### src/rtl/multicycle_scheduler_if.sv
// Requester/datapath bundle for multicycle_scheduler: job requests in,
// one-hot grant, completion pulses and datapath enable/selects out.
interface multicycle_scheduler_if #(
    parameter int NREQ = 4
);
    logic [NREQ-1:0] req;
    logic [NREQ-1:0] mode_in;
    logic [NREQ-1:0] gnt;
    logic [NREQ-1:0] done;
    logic            e;
    logic            s0;
    logic            s1;
    logic            s2;
    logic            busy;

    modport master (
        output req, mode_in,
        input  gnt, done, e, s0, s1, s2, busy
    );

    modport slave (
        input  req, mode_in,
        output gnt, done, e, s0, s1, s2, busy
    );
endinterface

### src/rtl/multicycle_scheduler.sv
// Round-robin scheduler sharing one multicycle datapath (LD -> OP -> FIN).
// Define MCS_ABORT_EN to abandon a job in LD/OP when its requester drops req.
module multicycle_scheduler #(
    parameter int NREQ = 4
) (
    input  logic                   clock,
    input  logic                   reset,
    multicycle_scheduler_if.slave  bus
);
    localparam int PW = (NREQ > 1) ? $clog2(NREQ) : 1;

    typedef enum logic [1:0] {IDLE, LD, OP, FIN} state_t;

    state_t          state, state_next;
    logic [PW-1:0]   rr_ptr, rr_ptr_next;
    logic [PW-1:0]   id, id_next;
    logic            mode, mode_next;

    logic [PW-1:0]   winner;
    logic            found;
    logic [PW:0]     cand;
    logic [PW-1:0]   id_inc;
    logic [NREQ-1:0] id_onehot;

    logic [NREQ-1:0] gnt;
    logic [NREQ-1:0] done;
    logic            e, s0, s1, s2, busy;

    // Search from rr_ptr upward; one extra bit keeps the sum from overflowing before the wrap.
    always_comb begin
        found  = 1'b0;
        winner = '0;
        cand   = '0;
        for (int i = 0; i < NREQ; i++) begin
            cand = {1'b0, rr_ptr} + (PW+1)'(i);
            if (cand >= (PW+1)'(NREQ))
                cand = cand - (PW+1)'(NREQ);
            if (!found && bus.req[cand[PW-1:0]]) begin
                found  = 1'b1;
                winner = cand[PW-1:0];
            end
        end
    end

    assign id_inc    = (id == PW'(NREQ-1)) ? '0 : id + 1'b1;
    assign id_onehot = NREQ'(1) << id;

    always_ff @(posedge clock or negedge reset) begin
        if (!reset) begin
            state  <= IDLE;
            rr_ptr <= '0;
            id     <= '0;
            mode   <= 1'b0;
        end else begin
            state  <= state_next;
            rr_ptr <= rr_ptr_next;
            id     <= id_next;
            mode   <= mode_next;
        end
    end

    always_comb begin
        state_next  = state;
        rr_ptr_next = rr_ptr;
        id_next     = id;
        mode_next   = mode;
        gnt         = '0;
        done        = '0;
        e           = 1'b0;
        s0          = 1'b0;
        s1          = 1'b0;
        s2          = 1'b0;
        busy        = 1'b0;
        case (state)
            IDLE: begin
                if (found) begin
                    state_next = LD;
                    id_next    = winner;
                    mode_next  = bus.mode_in[winner];
                end
            end
            LD: begin
                gnt        = id_onehot;
                e          = 1'b1;
                busy       = 1'b1;
                state_next = OP;
`ifdef MCS_ABORT_EN
                if (!bus.req[id]) begin
                    state_next  = IDLE;
                    rr_ptr_next = id_inc;
                end
`endif
            end
            OP: begin
                gnt        = id_onehot;
                e          = 1'b1;
                s0         = 1'b1;
                busy       = 1'b1;
                state_next = FIN;
`ifdef MCS_ABORT_EN
                if (!bus.req[id]) begin
                    state_next  = IDLE;
                    rr_ptr_next = id_inc;
                end
`endif
            end
            FIN: begin
                gnt         = id_onehot;
                done        = id_onehot;
                e           = 1'b1;
                s0          = 1'b1;
                s1          = ~mode;
                s2          = mode;
                busy        = 1'b1;
                state_next  = IDLE;
                rr_ptr_next = id_inc;
            end
            default: state_next = IDLE;
        endcase
    end

    assign bus.gnt  = gnt;
    assign bus.done = done;
    assign bus.e    = e;
    assign bus.s0   = s0;
    assign bus.s1   = s1;
    assign bus.s2   = s2;
    assign bus.busy = busy;
endmodule
### src/flat_wrapper.sv
// flat-port wrapper written by rule: the top's interface ports become plain ports
module multicycle_scheduler_flat 
#(
    parameter int NREQ = 4
)
  (clock, reset, bus_req, bus_mode_in, bus_gnt, bus_done, bus_e, bus_s0, bus_s1, bus_s2, bus_busy);
  multicycle_scheduler_if #(.NREQ(NREQ)) bus_i ();
  input  logic clock;
  input  logic reset;
  input wire logic [$bits(bus_i.req)-1:0] bus_req;
  input wire logic [$bits(bus_i.mode_in)-1:0] bus_mode_in;
  output wire logic [$bits(bus_i.gnt)-1:0] bus_gnt;
  output wire logic [$bits(bus_i.done)-1:0] bus_done;
  output wire logic [$bits(bus_i.e)-1:0] bus_e;
  output wire logic [$bits(bus_i.s0)-1:0] bus_s0;
  output wire logic [$bits(bus_i.s1)-1:0] bus_s1;
  output wire logic [$bits(bus_i.s2)-1:0] bus_s2;
  output wire logic [$bits(bus_i.busy)-1:0] bus_busy;
  assign bus_i.req = bus_req;
  assign bus_i.mode_in = bus_mode_in;
  assign bus_gnt = bus_i.gnt;
  assign bus_done = bus_i.done;
  assign bus_e = bus_i.e;
  assign bus_s0 = bus_i.s0;
  assign bus_s1 = bus_i.s1;
  assign bus_s2 = bus_i.s2;
  assign bus_busy = bus_i.busy;
  multicycle_scheduler #(.NREQ(NREQ)) u_core (.clock(clock), .reset(reset), .bus(bus_i));
endmodule
### config.mk
export PLATFORM = sky130hd
export DESIGN_NAME = multicycle_scheduler_flat
export DESIGN_NICKNAME = d
export VERILOG_FILES = /design/src/rtl/multicycle_scheduler_if.sv /design/src/rtl/multicycle_scheduler.sv /design/src/flat_wrapper.sv
export SDC_FILE = /design/constraint.sdc
export NUM_CORES = 1
export LEC_CHECK = 0
export CAP_MARGIN = 0
export CELL_PAD_IN_SITES_DETAIL_PLACEMENT = 1
export CELL_PAD_IN_SITES_GLOBAL_PLACEMENT = 1
export CORE_AREA = 3 3 47 49
export DETAILED_ROUTE_END_ITERATION = 8
export DIE_AREA = 0 0 50 52
export PLACE_DENSITY = 0.9
export SYNTH_ARGS = -nofsm -noshare
export SYNTH_HDL_FRONTEND = slang
export SYNTH_SLANG_ARGS = --single-unit
### constraint.sdc
create_clock -name clock -period 3.2 [get_ports clock]
set_input_delay 0.32 -clock clock [delete_from_list [all_inputs] [get_ports clock]]
set_output_delay 0.32 -clock clock [all_outputs]
set_load 0.1 [all_outputs]
After elaboration in Yosys (flattened, before gate mapping)
Index checks and enable logic that the tools add are counted.
{"block": "classes", "n_bitwise": 1, "addsub": 8, "shift": 1, "order_cmp": 9, "reduce_logical": 10, "n_mux": 31, "n_eq_ne": 5}
{"operator": "$mux 2", "n": 10}
{"operator": "$lt 2x3->1 const B", "n": 5}
{"operator": "$mux 1", "n": 13}
{"operator": "$bmux 1 s2", "n": 5}
{"operator": "$ge 3x3->1 const B", "n": 3}
{"operator": "$mux 4", "n": 2}
{"operator": "$pmux 2 s4", "n": 1}
{"operator": "$sub 2x1->2 const B", "n": 4}
{"operator": "$add 2x2->3 const B", "n": 2}
{"operator": "$eq 2x2->1 const B", "n": 3}
{"operator": "$shl 1x2->4 const A", "n": 1}
{"operator": "$add 2x1->3 const B", "n": 1}
{"operator": "$ge 2x3->1 const B", "n": 1}
{"operator": "$logic_and 1x1->1", "n": 3}
{"operator": "$logic_not 1->1", "n": 3}
{"operator": "$reduce_or 3->1", "n": 1}
{"operator": "$add 2x1->2 const B", "n": 1}
{"operator": "$eq 2x1->1 const B", "n": 1}
{"operator": "$logic_not 2->1", "n": 1}
{"operator": "$ne 2x1->1 const B", "n": 1}
{"operator": "$reduce_and 2->1", "n": 1}
{"operator": "$reduce_or 2->1", "n": 1}
{"operator": "$not 1->1", "n": 1}
{"block": "totals", "word_cells": 69, "input_bits": 10, "register_bits": 7, "output_inout_bits": 13}

Longest topological paths before layout
Gate-level depths: netlist of the first run.
{"block": "depth", "word_depth": 16, "mapped_depth": 5}

Worst setup path after synthesis of the first run
No wires, ideal clock.
{"block": "synth_timing", "path_kind": "flip-flop to output port", "start": "reg u_core.state[1]", "end": "out bus_s1", "setup_slack_ns": 0.775, "arrival_time_ns": 2.105, "t_required_ns": 2.880, "stages_incl_launch_ff": 4, "path_buffers": 1, "path_cell_list": "dfrtp_1 -> ha_1 -> clkbuf_1 -> nor2b_1"}
{"block": "synth_via", "elab_chain_len": 2}
{"element": "from (decl)", "line_no": "multicycle_scheduler.sv:14", "source": "state_t state, state_next;"}
{"element": "from (signal assigned)", "line_no": "multicycle_scheduler.sv:55", "source": "state <= state_next;"}
{"element": "$eq 2x2->1", "line_no": "multicycle_scheduler.sv:74", "source": "case (state)"}
{"element": "$mux 1", "line_no": "multicycle_scheduler.sv:74"}
{"element": "to (decl)", "line_no": "flat_wrapper.sv:16", "source": "output wire logic [$bits(bus_i.s1)-1:0] bus_s1;"}
No other way between the ends.

Worst setup path in the final report of the first run
{"block": "layout_timing", "start": "reg u_core.state[1]", "end": "out bus_s0"}
{"block": "layout_via", "elab_chain_len": 3, "word_cells_on_any_way": 4, "cone_classes": "2 x eq/ne; 1 x mux; 1 x reduce/logical"}
{"element": "$eq 2x2->1", "line_no": "multicycle_scheduler.sv:74"}
{"element": "$reduce_or 2->1 (no line) *"}
{"element": "$mux 1 *", "line_no": "multicycle_scheduler.sv:74"}
{"element": "to (decl)", "line_no": "flat_wrapper.sv:15", "source": "output wire logic [$bits(bus_i.s0)-1:0] bus_s0;"}
Mark *: on every way between the ends. The rest lies on a longest branch, timed or not.

==> flow_summary.ini, run 1 <==
[status]
status = completed

[clocking]
max_buffers_root_to_sink = 2
worstSkewPairLatency_ns = 0.25
clock_sinks = 7
root_buffer = clkbuf_4
cts-hold-fix-buffers = 0
clkSlewWorstSetupHoldPaths_ns = 0.05
postCtsSetupRepairBufs = 0
tritoncts_clock_tree = built
ctsResizeCount = 0
clock_tree.htree_level_count = 1
cts_made_buffers = 3

[global_route]
grt_max_degree = 11
busiest_layer = met2
track_usage_pct = 12.0
gr-usage-met1_pct = 11.1
global_route.usage.met2_pct = 23.9
met3_usage_pct = 0.860
grt_antenna_before_repair = 0
grt_pass1_wl_um = 2320
overflow = 0
grt_pass1_vias = 562

[logic_synthesis]
synth_top_area_share_pct = 28.4
synth-edff-count = 0
ys_ff_latch = 7
ys_dominant_reg_cell = dfrtp_1
synth-warning-count = 0
share_of_synthesized_area_occupied_by_flip_flops_and_latches_pct = 28.4
ys_async_sr_fraction_pct = 100
synth.avg_cell_area_um2 = 9.64
mapped_nets = 82
synth_area_um2 = 617
post-synth-top-count-cell = ha_1
netlist_instances = 64
post-synth-top-area-cell = dfrtp_1
yosys-top-cells-area = dfrtp_1 28%, ha_1 16%, nor2b_1 6.1%, and2_1 5.1%, a2111oi_4 4.5%
synth_cell_type_count = 29
top_cells_by_count_synth = 8 x ha_1, 7 x dfrtp_1, 6 x inv_1, 6 x nor2b_1, 5 x and2_1

[timing]
final-max-slew-violation-count = 0
setup_viol_count_final = 0
max_clock_freq_mhz = 548
setup_total_negative_slack_ns = 0
rsz_0062_raised_after_global_routing = false
period_minus_slack_ns = 1.82
final.setup_skew_ns = 0.00267
timing_worst_slew_pin_value_ns = 0.403
final_hold_viol_count = 0
post-route-period-util_pct = 57.0
maxSlewHeadroom_pct = 73.2

[setup_path]
critPathSlowestCell = dfrtp_1
cp_max_fo = 10
worst_ep_arrival_time_ns = 1.50
crit_path_cell_trace = ha_1 -> or2_2 -> buf_4
cp.required_ns = 2.88
timing_worst_setup_path_type = reg -> out
setup.worst_path.start_class = flop
crit_path_max_incr_delay_ns = 0.41
worstSetupEndpointType = output pin

[layout]
post_route_cells_drive_above_1_share_pct = 29.5
antennaDiodeCount = 0
total_nets_final = 107
areaGrowthSynthToFinish_pct = 38.3

[floorplanning]
starting_density_of_the_core_pct = 32.4
rows = 16
fp.dieH_um = 52
floorplan.die_area_um2 = 2600
design.portCount = 23
core_um2 = 1900
die_w_um = 50

[hold_path]
worst_hold_path_type = in -> async

[placement]
detailedPlacementHpwl_um = 1240
gpl.final_weighted_congestion = 0.717
buffer_ports.inserted = 22

[job]
cap_viol_max_count = 0

[drt]
post_drt_via_cell_ratio = 4.65
vias = 535
avgRoutedWirePerCell_um = 12.2
drt-pass1-iter-count = 2
wirelength_um = 1410
ant_nets = 0
drc_errors = 0
drt-initial-drc-count = 2
[stage by stage]
stage               instances  utilization, %  area, µm²  setup WS [ns]  hold slack, ns
floorplan                  64               -        617          0.775          0.0244
global route              115            44.9        853           1.30           0.347
detailed placement        111            43.5        827           1.28           0.539
finish                    115            44.9        853           1.38           0.331
global placement          111            43.5        827           1.33           0.519
CTS                       115            44.9        853           1.35           0.334
[registers in the layout, summed over array words and instances, names as in the netlist]
| register | flops |
|---|---|
| u_core.rr_ptr | 2 |
| u_core.state | 2 |
| u_core.mode | 1 |
| u_core.id | 2 |
[cell families (layout without fill, tap and decap cells)]
| kind of cell | Yosys count | after routing | share of synthesized area (%) |
|---|---|---|---|
| mux | 4 | 4 | 7.71 |
| fa+ha+maj | 8 | 8 | 16.2 |
| simple gates | 25 | 25 | 26.2 |
| compound gates | 12 | 12 | 16.0 |
| flops | 7 | 7 | 28.4 |
| buf+inv | 8 | 32 | 5.48 |
[path summary, 6_finish.rpt]
kind / from / to / slack, ns / cells after the start
setup / recovery: u_core.state[1]$_DFFE_PN0P_ / bus_s0 / 1.38 / 3
hold / removal: reset / u_core.state[0]$_DFFE_PN0P_ / 0.33 / 1
setup reg to reg: u_core.rr_ptr[1]$_DFFE_PN0P_ / u_core.mode$_DFFE_PN0P_ / 1.64 / 5
hold reg to reg: u_core.id[0]$_DFFE_PN0P_ / u_core.id[0]$_DFFE_PN0P_ / 0.55 / 2
max in group asynchronous: reset / u_core.id[0]$_DFFE_PN0P_ / 2.63 / 1
min in group clock: u_core.id[0]$_DFFE_PN0P_ / u_core.id[0]$_DFFE_PN0P_ / 0.55 / 2
[layer usage]
| metal | wire [µm] | part of all wire, % |
|---|---|---|
| met1 | 529 | 38 |
| met2 | 765 | 54 |
| met3 | 85 | 6.0 |
| met4 | 27 | 1.9 |
| met5 | 0 | 0 |
[placed cells by master (no fill, tap or decap), types with 2 or more instances in the layout]
cell,n
o22ai_1,2
inv_1,6
mux2_2,2
clkdlybuf4s50_1,9
a21oi_1,3
buf_4,13
and2_1,5
ha_1,8
clkbuf_4,3
o21ai_0,2
nor2b_1,6
nand2_1,4
dfrtp_1,7
[critical path, delay by kind of cell, from the launching register on]
kind | cells | cell delay [ns]
adders and majority gates | 1 | 0.29
buffers and inverters | 1 | 0.23
DFF | 1 | 0.41
and+or+nand+nor | 1 | 0.32
[final cells by class]
class,instances,area (µm²)
Sequential cell,7,175
Tap cell,27,33.8
Multi-Input combinational cell,49,408
Clock buffer,4,26.3
Fill cell,235,1050
Timing Repair Buffer,22,188
Inverter,6,22.5
Power of run 1 is left out: the tool's default activity adds up to more than one toggle a clock period on the data nets, which glitch-free logic cannot reach.
==> inputs of run 2 (changes only) <==
- CORE_AREA: 3 3 47 49 -> 3 3 51 53
- DIE_AREA: 0 0 50 52 -> 0 0 54 56
- PLACE_DENSITY: 0.9 -> 0.81
- clock period: 3.2 -> 1.65 ns (I/O delays scaled with it)
==> run 2 against run 1 <==
Clock skew shrank 0.0012 ns. Cell count increased by 3.5%. Routed wire length grew 6.5%. Design area grew 26%. Critical endpoint unchanged. Sequential share of layout area down 4.2 points. Clock-buffer cell count is the same. Critical path depth did not move. Critical path type unchanged. Non-clock buffer count grew 3. Register-to-register slack lost 1.5 ns. Die area increased by 16%.
==> flow_summary.ini, run 2 (synthesized netlist as in run 1, its figures left out) <==
[clocking]
tritoncts_clock_tree = built
clock_tree.htree_level_count = 1
worstSkewPairLatency_ns = 0.25
clkSlewWorstSetupHoldPaths_ns = 0.05
postCtsSetupRepairBufs = 0
cts_made_buffers = 3
clock_sinks = 7
max_buffers_root_to_sink = 2
root_buffer = clkbuf_4

[setup_path]
critPathSlowestCell = dfrtp_1
crit_path_max_incr_delay_ns = 0.40
cp_max_fo = 10
crit_path_cell_trace = ha_2 -> or2_2 -> buf_12
cp.required_ns = 1.48
setup.worst_path.start_class = flop
worstSetupEndpointType = output pin
timing_worst_setup_path_type = reg -> out
cpLargestDelayFamily = flip-flops
critical_path_buf_inv_count = 1
worst_ep_arrival_time_ns = 1.40

[floorplanning]
die_w_um = 54
core_um2 = 2190
fp.dieH_um = 56
floorplan.die_area_um2 = 3020
rows = 17
design.portCount = 23
starting_density_of_the_core_pct = 28.2

[timing]
setup_viol_count_final = 0
final.hold.worst_slack_ns = 0.166
timing_worst_slew_pin_value_ns = 0.354
period_minus_slack_ns = 1.57
maxSlewHeadroom_pct = 76.2
setup_ws_ns = 0.0835
max_clock_freq_mhz = 638
final_hold_viol_count = 0
post-route-period-util_pct = 94.9
final-max-slew-violation-count = 0
final.setup_skew_ns = 0.00148
rsz_0062_raised_after_global_routing = false

[global_route]
overflow = 0
track_usage_pct = 12.0
grt_antenna_before_repair = 0
grt_max_degree = 11
grt_pass1_vias = 595
grt_pass1_wl_um = 2620

[placement]
detailedPlacementHpwl_um = 1350
dp_slack_ns = -0.110
place_area_um2 = 1040
gpl.final_weighted_congestion = 0.728
buffer_ports.inserted = 22

[layout]
reg.largest.list = u_core.id x2, u_core.rr_ptr x2, u_core.state x2
multiInputGateArea_um2 = 437
layout.cells.most_common = buf_12
fillCellCount = 244
design_area_um2 = 1070
total_nets_final = 110
post_route_cells_drive_above_1_share_pct = 45.1
ff_latch_area_um2 = 175
antennaDiodeCount = 0
mostFrequentLayoutCells = 13 x buf_12, 9 x clkdlybuf4s50_1, 7 x dfrtp_1, 6 x ha_1, 5 x and2_2
areaGrowthSynthToFinish_pct = 73.8

[drt]
post_drt_via_cell_ratio = 4.66
ant_nets = 0
avgRoutedWirePerCell_um = 12.6
wirelength_um = 1500
drc_errors = 0
drt-initial-drc-count = 1
vias = 555
drt-pass1-iter-count = 2

[status]
status = completed

[hold_path]
worst_hold_path_type = in -> async

[job]
cap_viol_max_count = 0
## run 2: final cells by class
class                   instances  share of cell area [%]
multi-input cells              49                    40.7
repair buffers                 25                    34.8
flip-flops and latches          7                    16.3
well taps                      28                    3.27
clock buffers                   4                    2.45
inverters                       6                    2.45
## run 2: path summary, 6_finish.rpt
check                                             startpoint  cells after the start                            to  slack, ns
min in group clock                  u_core.id[0]$_DFFE_PN0P_                      2      u_core.id[0]$_DFFE_PN0P_       0.54
worst min register to register      u_core.id[0]$_DFFE_PN0P_                      2      u_core.id[0]$_DFFE_PN0P_       0.54
max in group asynchronous                              reset                      1  u_core.rr_ptr[1]$_DFFE_PN0P_       1.25
worst min-delay path                                   reset                      1  u_core.rr_ptr[0]$_DFFE_PN0P_       0.17
worst max-delay path             u_core.state[1]$_DFFE_PN0P_                      3                        bus_s0       0.08
worst max register to register  u_core.rr_ptr[1]$_DFFE_PN0P_                      5       u_core.mode$_DFFE_PN0P_       0.10
## run 2: per-layer routing
| metal | up-vias | global-route usage, % | routed length (µm) |
|---|---|---|---|
| met4 | 0 | 8.54 | 47 |
| met2 | 21 | 23.0 | 847 |
| met1 | 257 | 10.6 | 506 |
| li1 | 273 | - | - |
| met5 | - | 0 | 0 |
| met3 | 4 | 1.34 | 99 |
## run 2: metrics by stage
stage | setup TNS (ns) | utilization (%) | cells
after floorplan | -2.07 | - | 64
after global placement | -0.0630 | 47.4 | 115
after detailed placement | -0.159 | 47.4 | 115
after CTS | 0 | 48.7 | 119
after global routing | 0 | 48.9 | 119
final | 0 | 48.9 | 119
## run 2: timing repair
action	CTS	global route
resized for setup	1	3
endpoints found under the setup margin	1	2
hold buffers	0	0
Power of run 2 is left out for the same reason.
==> inputs of run 3 (changes only) <==
- clock period: 1.65 -> 1.4 ns (I/O delays scaled with it)
==> run 3 against run 2 <==
The run now ends with negative setup slack left. Design area up 17%. Register-to-register slack got worse by 0.19 ns. Via count grew 8.1%. Global-route usage rose by 1.5 points. Sequential cell count stayed put. Hold slack worse by 0.027 ns. Sequential share of layout area shrank 2.2 points. Non-clock buffer count grew 10. Clock skew up 0.0018 ns.
==> flow_summary.ini, run 3 (synthesized netlist as in run 1, its figures left out) <==
[status]
status = complete, but fails checks
violations_in_the_final_reports = negative setup slack

[timing]
timing_worst_slew_pin_value_ns = 0.334
maxSlewHeadroom_pct = 77.7
period_minus_slack_ns = 1.57
setup_viol_count_final = 15
max_clock_freq_mhz = 635
rsz_0062_raised_after_global_routing = true
final-max-slew-violation-count = 0
post-route-period-util_pct = 112
final_hold_viol_count = 0
final.setup_skew_ns = 0.00324
setup_ws_ns = -0.174

[layout]
mostFrequentLayoutCells = 13 x buf_12, 10 x buf_4, 6 x clkdlybuf4s50_1
layout.cells.most_common = buf_12
areaGrowthSynthToFinish_pct = 103
final_cells = 129
total_nets_final = 120
post_route_cells_drive_above_1_share_pct = 61.4
antennaDiodeCount = 0
reg.largest.list = u_core.id x2, u_core.rr_ptr x2, u_core.state x2

[placement]
detailedPlacementHpwl_um = 1430
gpl.final_weighted_congestion = 0.709
buffer_ports.inserted = 22
place_inst = 119

[drt]
drc_errors = 0
drt-initial-drc-count = 2
avgRoutedWirePerCell_um = 15.7
vias = 600
ant_nets = 0
wirelength_um = 2030
drt-pass1-iter-count = 2
post_drt_via_cell_ratio = 4.65

[job]
cap_viol_max_count = 0

[setup_path]
r2r.worst_path.cells = 7
rr_endpoint = u_core.state[1]$_DFFE_PN0P_
worst_ep_arrival_time_ns = 1.43
critPathCapture = bus_busy
worstSetupEndpointType = output pin
timing.reg2reg.setup_slack_ns = -0.09
r2r-start = u_core.state[1]$_DFFE_PN0P_
timing_worst_setup_path_type = reg -> out
cp.required_ns = 1.26
critPathSlowestCell = dfrtp_2
crit_path_cell_trace = inv_2 -> buf_6 -> ha_4 -> clkinvlp_4 -> buf_12
crit_path_max_incr_delay_ns = 0.43
cp_max_fo = 5
setup.worst_path.start_class = flop
timing.critical_path.from = u_core.state[1]$_DFFE_PN0P_

[global_route]
grt_pass1_vias = 636
track_usage_pct = 13.4
grt_antenna_before_repair = 0
overflow = 0
grt_pass1_wl_um = 2950
grt_max_degree = 8

[clocking]
tritoncts_clock_tree = built
clock_tree.htree_level_count = 1
worstSkewPairLatency_ns = 0.26
clkSlewWorstSetupHoldPaths_ns = 0.06
max_buffers_root_to_sink = 2
cts_made_buffers = 3
clock_sinks = 7
cts-hold-fix-buffers = 0
root_buffer = clkbuf_4

[floorplanning]
starting_density_of_the_core_pct = 28.2
fp.dieH_um = 56
design.portCount = 23
die_w_um = 54
rows = 17
floorplan.die_area_um2 = 3020
core_um2 = 2190

[hold_path]
worst_hold_path_type = in -> async
-- run 3: changes by cell type in the layout (fill, tap and decap cells not counted), moves of 3 or more --
| cell | change |
|---|---|
| buf_4 | +7 |
| and2_2 | -5 |
| and2_4 | +5 |
| nor2b_4 | +5 |
| buf_6 | +3 |
| clkdlybuf4s50_1 | -3 |
| nor2b_2 | -3 |
-- run 3: cell type report --
class / instances / area (µm²)
fill: 234 / 937
multi-input combinational: 49 / 526
timing repair buffer: 35 / 463
sequential: 7 / 178
tap: 28 / 35.0
clock buffer: 4 / 26.3
inverter: 6 / 26.3
-- run 3: metrics by stage --
stage / area [µm²] / setup slack [ns] / utilization, % / hold WS (ns) / setup TNS (ns)
floorplan: 674 / -0.217 / - / -0.156 / -0.823
global placement: 1090 / -0.263 / 49.7 / 0.413 / -0.874
detailed placement: 1090 / -0.317 / 49.7 / 0.419 / -0.994
CTS: 1170 / -0.159 / 53.6 / 0.144 / -1.56
global route: 1250 / -0.255 / 57.2 / 0.165 / -2.68
finish: 1250 / -0.174 / 57.2 / 0.139 / -1.84
-- run 3: worst min path at each step --
stage,end,depth (start not counted)
global placement,u_core.state[1]$_DFFE_PN0P_,1
CTS,u_core.state[1]$_DFFE_PN0P_,1
detailed placement,u_core.state[1]$_DFFE_PN0P_,1
floorplan,u_core.id[0]$_DFFE_PN0P_,0
finish,u_core.mode$_DFFE_PN0P_,1
global route,u_core.state[0]$_DFFE_PN0P_,1
-- run 3: timing repair --
item	4_1_cts	5_1_grt
endpoints found under the setup margin	15	18
pin swaps	5	3
gates resized for setup	17	13
buffers inserted	2	4
gates cloned	0	0
hold endpoints to repair	0	0
-- run 3: critical path, delay by kind of cell (launching register included) --
family | cells | cell delay (ns)
flops | 1 | 0.43
buf+inv | 4 | 0.53
fa+ha+maj | 1 | 0.21
-- run 3: routing by layer --
metal,routed length (µm),vias up,GRT usage (%)
met5,0,-,0
met4,43,0,8.54
met3,93,4,1.07
met2,1140,22,26.1
met1,745,283,12.3
li1,-,291,-
Power of run 3 is left out for the same reason.
